File: src/rtl/soma_comp_arb.sv
// soma_comp_arb: round-robin arbiter that lends one external two's-complement
// adder to two requesters. It latches the winner's operands, presents them to
// the adder for one cycle, registers the sum with a signed-overflow flag, and
// holds that result until the consumer acknowledges it.
module soma_comp_arb #(
    parameter int TAM = 4
) (
    input  logic           clk,
    input  logic           rst,
    input  logic           req0,
    input  logic [TAM-1:0] a0,
    input  logic [TAM-1:0] b0,
    input  logic           req1,
    input  logic [TAM-1:0] a1,
    input  logic [TAM-1:0] b1,
    output logic           gnt0,
    output logic           gnt1,
    output logic [TAM-1:0] sum_a,
    output logic [TAM-1:0] sum_b,
    input  logic [TAM-1:0] sum_s,
    output logic [TAM-1:0] s,
    output logic           ovf,
    output logic           s_valid,
    output logic           s_owner,
    input  logic           ack
);

    typedef enum logic [1:0] {
        IDLE = 2'd0,
        CALC = 2'd1,
        DONE = 2'd2
    } state_t;

    state_t         state_q, state_d;
    logic           prio_q, prio_d;
    logic [TAM-1:0] op_a_q, op_a_d;
    logic [TAM-1:0] op_b_q, op_b_d;
    logic           owner_q, owner_d;
    logic           gnt0_q, gnt0_d;
    logic           gnt1_q, gnt1_d;
    logic [TAM-1:0] s_q, s_d;
    logic           ovf_q, ovf_d;
    logic           s_valid_q, s_valid_d;
    logic           s_owner_q, s_owner_d;
    logic           win;

    // Next-state logic: arbitration in IDLE, result capture in CALC, hold in DONE.
    always_comb begin
        state_d   = state_q;
        prio_d    = prio_q;
        op_a_d    = op_a_q;
        op_b_d    = op_b_q;
        owner_d   = owner_q;
        gnt0_d    = 1'b0;
        gnt1_d    = 1'b0;
        s_d       = s_q;
        ovf_d     = ovf_q;
        s_valid_d = s_valid_q;
        s_owner_d = s_owner_q;
        // Requester 1 wins when it is alone, or when both ask and it holds priority.
        win       = req1 && (!req0 || prio_q);
        case (state_q)
            IDLE: begin
                if (req0 || req1) begin
                    op_a_d  = win ? a1 : a0;
                    op_b_d  = win ? b1 : b0;
                    owner_d = win;
                    gnt0_d  = !win;
                    gnt1_d  = win;
                    state_d = CALC;
                end
            end
            CALC: begin
                s_d       = sum_s;
                // Overflow: like-signed operands producing a result of the other sign.
                ovf_d     = (op_a_q[TAM-1] == op_b_q[TAM-1]) &&
                            (sum_s[TAM-1] != op_a_q[TAM-1]);
                s_owner_d = owner_q;
                s_valid_d = 1'b1;
                state_d   = DONE;
            end
            DONE: begin
                if (ack) begin
                    s_valid_d = 1'b0;
                    prio_d    = ~owner_q;
                    state_d   = IDLE;
                end
            end
            default: begin
                state_d = IDLE;
            end
        endcase
    end

    // State and datapath registers; reset aborts any operation in flight.
    always_ff @(posedge clk or posedge rst) begin
        if (rst) begin
            state_q   <= IDLE;
            prio_q    <= 1'b0;
            op_a_q    <= '0;
            op_b_q    <= '0;
            owner_q   <= 1'b0;
            gnt0_q    <= 1'b0;
            gnt1_q    <= 1'b0;
            s_q       <= '0;
            ovf_q     <= 1'b0;
            s_valid_q <= 1'b0;
            s_owner_q <= 1'b0;
        end else begin
            state_q   <= state_d;
            prio_q    <= prio_d;
            op_a_q    <= op_a_d;
            op_b_q    <= op_b_d;
            owner_q   <= owner_d;
            gnt0_q    <= gnt0_d;
            gnt1_q    <= gnt1_d;
            s_q       <= s_d;
            ovf_q     <= ovf_d;
            s_valid_q <= s_valid_d;
            s_owner_q <= s_owner_d;
        end
    end

    // The adder always sees the last latched operands.
    assign sum_a   = op_a_q;
    assign sum_b   = op_b_q;
    assign gnt0    = gnt0_q;
    assign gnt1    = gnt1_q;
    assign s       = s_q;
    assign ovf     = ovf_q;
    assign s_valid = s_valid_q;
    assign s_owner = s_owner_q;

endmodule

File: config.mk
export PLATFORM = sky130hd
export DESIGN_NAME = soma_comp_arb
export DESIGN_NICKNAME = d
export VERILOG_FILES = /design/src/rtl/soma_comp_arb.sv
export SDC_FILE = /design/constraint.sdc
export NUM_CORES = 1
export LEC_CHECK = 0
export ABC_CLOCK_PERIOD_IN_PS = 3400
export CAP_MARGIN = 20
export CORE_ASPECT_RATIO = 1.75
export CORE_UTILIZATION = 34
export DETAILED_ROUTE_END_ITERATION = 8
export GPL_TIMING_DRIVEN = 0
export PLACE_DENSITY = 0.67
export SLEW_MARGIN = 15
export SYNTH_ARGS = -nofsm -noshare
export SYNTH_HDL_FRONTEND = slang
export SYNTH_SLANG_ARGS = --single-unit
File: constraint.sdc
create_clock -name clk -period 3.4 [get_ports clk]
set_input_delay 0.51 -clock clk [delete_from_list [all_inputs] [get_ports clk]]
set_output_delay 0.51 -clock clk [all_outputs]
set_load 0.05 [all_outputs]
==> results by group <==
Setup path
  • Delay-heaviest family, CP: buffers and inverters
  • Reg-to-reg critical path startpoint: prio_q$_DFFE_PP0P_
  • Worst R2R Setup Slack: 2.21 ns
  • Nature of the critical path startpoint: register
  • Stages on worst setup path: 1
  • Critical path capture point type: output port
  • Critical path required time: 2.89 ns
  • Crit Path Max Fanout: 4
  • CP max stage delay: 0.82 ns
  • Worst path bufs/invs: 1
  • Critical path class: reg2out
  • Sequence of cells on the critical path: clkdlybuf4s50_1
  • WP data arrival: 1.47 ns
  • R2R depth: 3
  • Worst r2r dst: sum_b[3]$_DFFE_PP0P_
  • Slowest cell on crit path: clkdlybuf4s50_1

Worst hold path
  • Hold path endpoint: prio_q$_DFFE_PP0P_
  • Hold crit path type: reg2reg
  • Worst hold stages: 1
  • Worst hold start: owner_q$_DFFE_PP0P_

Route
  • Routed len/inst: 13.8 um
  • Drt first pass iters: 4
  • Via density per instance: 5.23
  • DRC errors left: 0
  • Antenna viol nets, final: 0
  • Routed WL: 2210 um
  • Vias: 836
  • DR iter-0 viols: 22

Synthesis
  • Largest family of logic cells by synthesized area: compound AO/OA/AOI/OAI gates
  • Syn Std Cell Area: 961 um2
  • Syn_nets: 113
  • Post-synth ARST share: 1.00
  • XOR/XNOR share of the synthesized area: 0
  • Most common cell in the synthesized netlist: dfrtp_1
  • Simple-Gate Fraction of Synth Area: 0.138
  • Mux contribution to synthesized area: 0.0781
  • Ys flop type: dfrtp_1
  • Synth unique cells: 24
  • Synth Area in Adders: 0
  • Yosys top cell by area: dfrtp_1
  • Avg Cell Area, Syn: 10.9 um2
  • Post-synthesis compound-gate area fraction: 0.186
  • Ys Warns: 0
  • Top cell type's share of synthesized area: 0.547
  • #FFs+latches synth: 21
  • Commonest cells post-synth: dfrtp_1, a21oi_1, o21ai_0
  • Synthesized instance count: 88
  • Sequential cell area fraction in the yosys report: 0.547
  • Number of enable flip-flop cells after synthesis: 0
  • Area contributors post-synth: dfrtp_1, mux2_4, a21oi_1, o21ai_0, a31oi_1

Die
  • Core box area: 2690 um2
  • Die Area: 3050 um2
  • Initial core utilization: 0.357
  • # IOs: 42
  • Row Count: 25
  • Height of the die: 72.3 um
  • Die Wd: 42.2 um

Final layout
  • Layout cell share with drive strength beyond 1: 0.120
  • ANT cells: 0
  • Area grow syn2layout: 51.0%
  • Fin nets: 159
  • Filler cells: 237
  • Final Util: 0.540
  • Fin area: 1450 um2

Pwr
  • Pwr per Cell Area: 1040 nW/um2
  • LEAKAGE: 0.622 nW
  • Max VDD drop: 0.499 mV

CTS
  • CTS max path bufs: 2
  • Clock Sinks: 21
  • CTS Buf Count: 3
  • CTS tree: built
  • Root Buffer: clkbuf_8
  • Post-CTS setup buffer count: 0
  • Resize count post-CTS: 0
  • Hold Buf Count CTS: 0
  • Skew-Pair Late Insertion Delay: 0.25 ns
  • CTS H-tree lvls: 1
  • Clk pin slew, worst setup/hold paths: 0.08 ns

Placed design
  • Dpl hpwl: 1690 um
  • # port buffers: 41
  • DP Area: 1410 um2
  • Placer congestion estimate: 0.752

STA
  • Crit path time final: 1.98 ns
  • Slew HR: 0.458
  • Hold_ws: 0.490 ns
  • Period utilisation layout: 0.582
  • Setup TNS: 0 ns
  • Worst Skew: 0.00329 ns
  • Final setup fails: 0
  • RSZ-0062 raised after global routing: no
  • Slew @ Worst Pin: 0.812 ns
  • Pins over their slew limit: 0
  • Fmax: 0.506 GHz
  • Final Hold Viols: 0

Global routing
  • Gr usage total: 0.155
  • Largest net degree at the start of global routing: 22
  • Initial antenna violation count: 0
  • Vias in the first global route: 785
  • First-pass GRT wire length: 3660 um
  • Overflow after GRT: 0

Outcome
  • Run status: finished, final reports clean

Run
  • Max-cap viol count: 0
==> worst reg2reg max path, cell delays in order, from the launching register on <==
cell	delay (ns)
dfrtp_1	0.40
nor2b_1	0.39
o21ai_0	0.14
a31oi_1	0.18
==> power breakdown <==
part,internal (W),total (W),switching [W]
clock network,0.0000814,0.000159,0.0000776
logic,0.000343,0.000888,0.000544
registers,0.000372,0.000457,0.0000859
==> final cells by class <==
| type | instances | area [um2] | share of cell area |
|---|---|---|---|
| Inverter | 4 | 17.5 | 0.0121 |
| Timing Repair Buffer | 41 | 410 | 0.283 |
| Clock buffer | 3 | 41.3 | 0.0284 |
| Buffer | 4 | 31.3 | 0.0216 |
| Multi-Input combinational cell | 59 | 387 | 0.266 |
| Tap cell | 27 | 33.8 | 0.0233 |
| Clock inverter | 1 | 5.00 | 0.00345 |
| Sequential cell | 21 | 526 | 0.362 |
==> per-stage QoR <==
stage	instances	worst slack (ns)	power [W]
after CTS	160	1.41	0.00152
after global routing	160	1.37	0.00160
after floorplan	88	2.20	0.00107
after global placement	156	1.60	0.00134
final	160	1.42	0.00150
after detailed placement	156	1.59	0.00136
==> kinds of logic (layout without fill, tap and decap cells) <==
logic type / after synthesis / in the layout
compound gates: 32 / 32
simple gates: 22 / 22
flops: 21 / 21
buf+inv: 8 / 53
mux: 5 / 5
==> sequential cells by signal, summed over array words and instances, names as in the netlist <==
register and flops:
s_owner 1, owner_q 1, s_valid 1, state_q 2, ovf 1, sum_b 4, sum_a 4, gnt0 1
s 4, gnt1 1, prio_q 1
==> metal layers <==
layer | vias up | share of wire | track usage
met3 | 2 | 0.054 | 0.0398
met2 | 31 | 0.53 | 0.262
met5 | - | 0 | 0
met4 | 0 | 0.0073 | 0.0625
met1 | 399 | 0.41 | 0.187
li1 | 404 | - | -
==> how the worst max path moves through the flow <==
stage / endpoint / start / slack [ns]
global route: sum_a[3] / sum_a[3]$_DFFE_PP0P_ / 1.37
CTS: sum_a[3] / sum_a[3]$_DFFE_PP0P_ / 1.41
finish: sum_a[3] / sum_a[3]$_DFFE_PP0P_ / 1.42
detailed placement: sum_a[2]$_DFFE_PP0P_ / req0 / 1.59
global placement: sum_b[3]$_DFFE_PP0P_ / req0 / 1.60
floorplan: sum_b[0]$_DFFE_PP0P_ / req1 / 2.20
==> layout by cell type, fill, tap and decap left out, types with 2 or more instances in the layout <==
master	instances
clkdlybuf4s50_1	41
dfrtp_1	21
a21oi_1	12
o21ai_0	11
nand3_1	8
a31oi_1	7
mux2_4	5
inv_1	3
nand2_1	3
clkbuf_8	3
nand2b_1	2
buf_6	2
(Power assumes the default switching activity.)
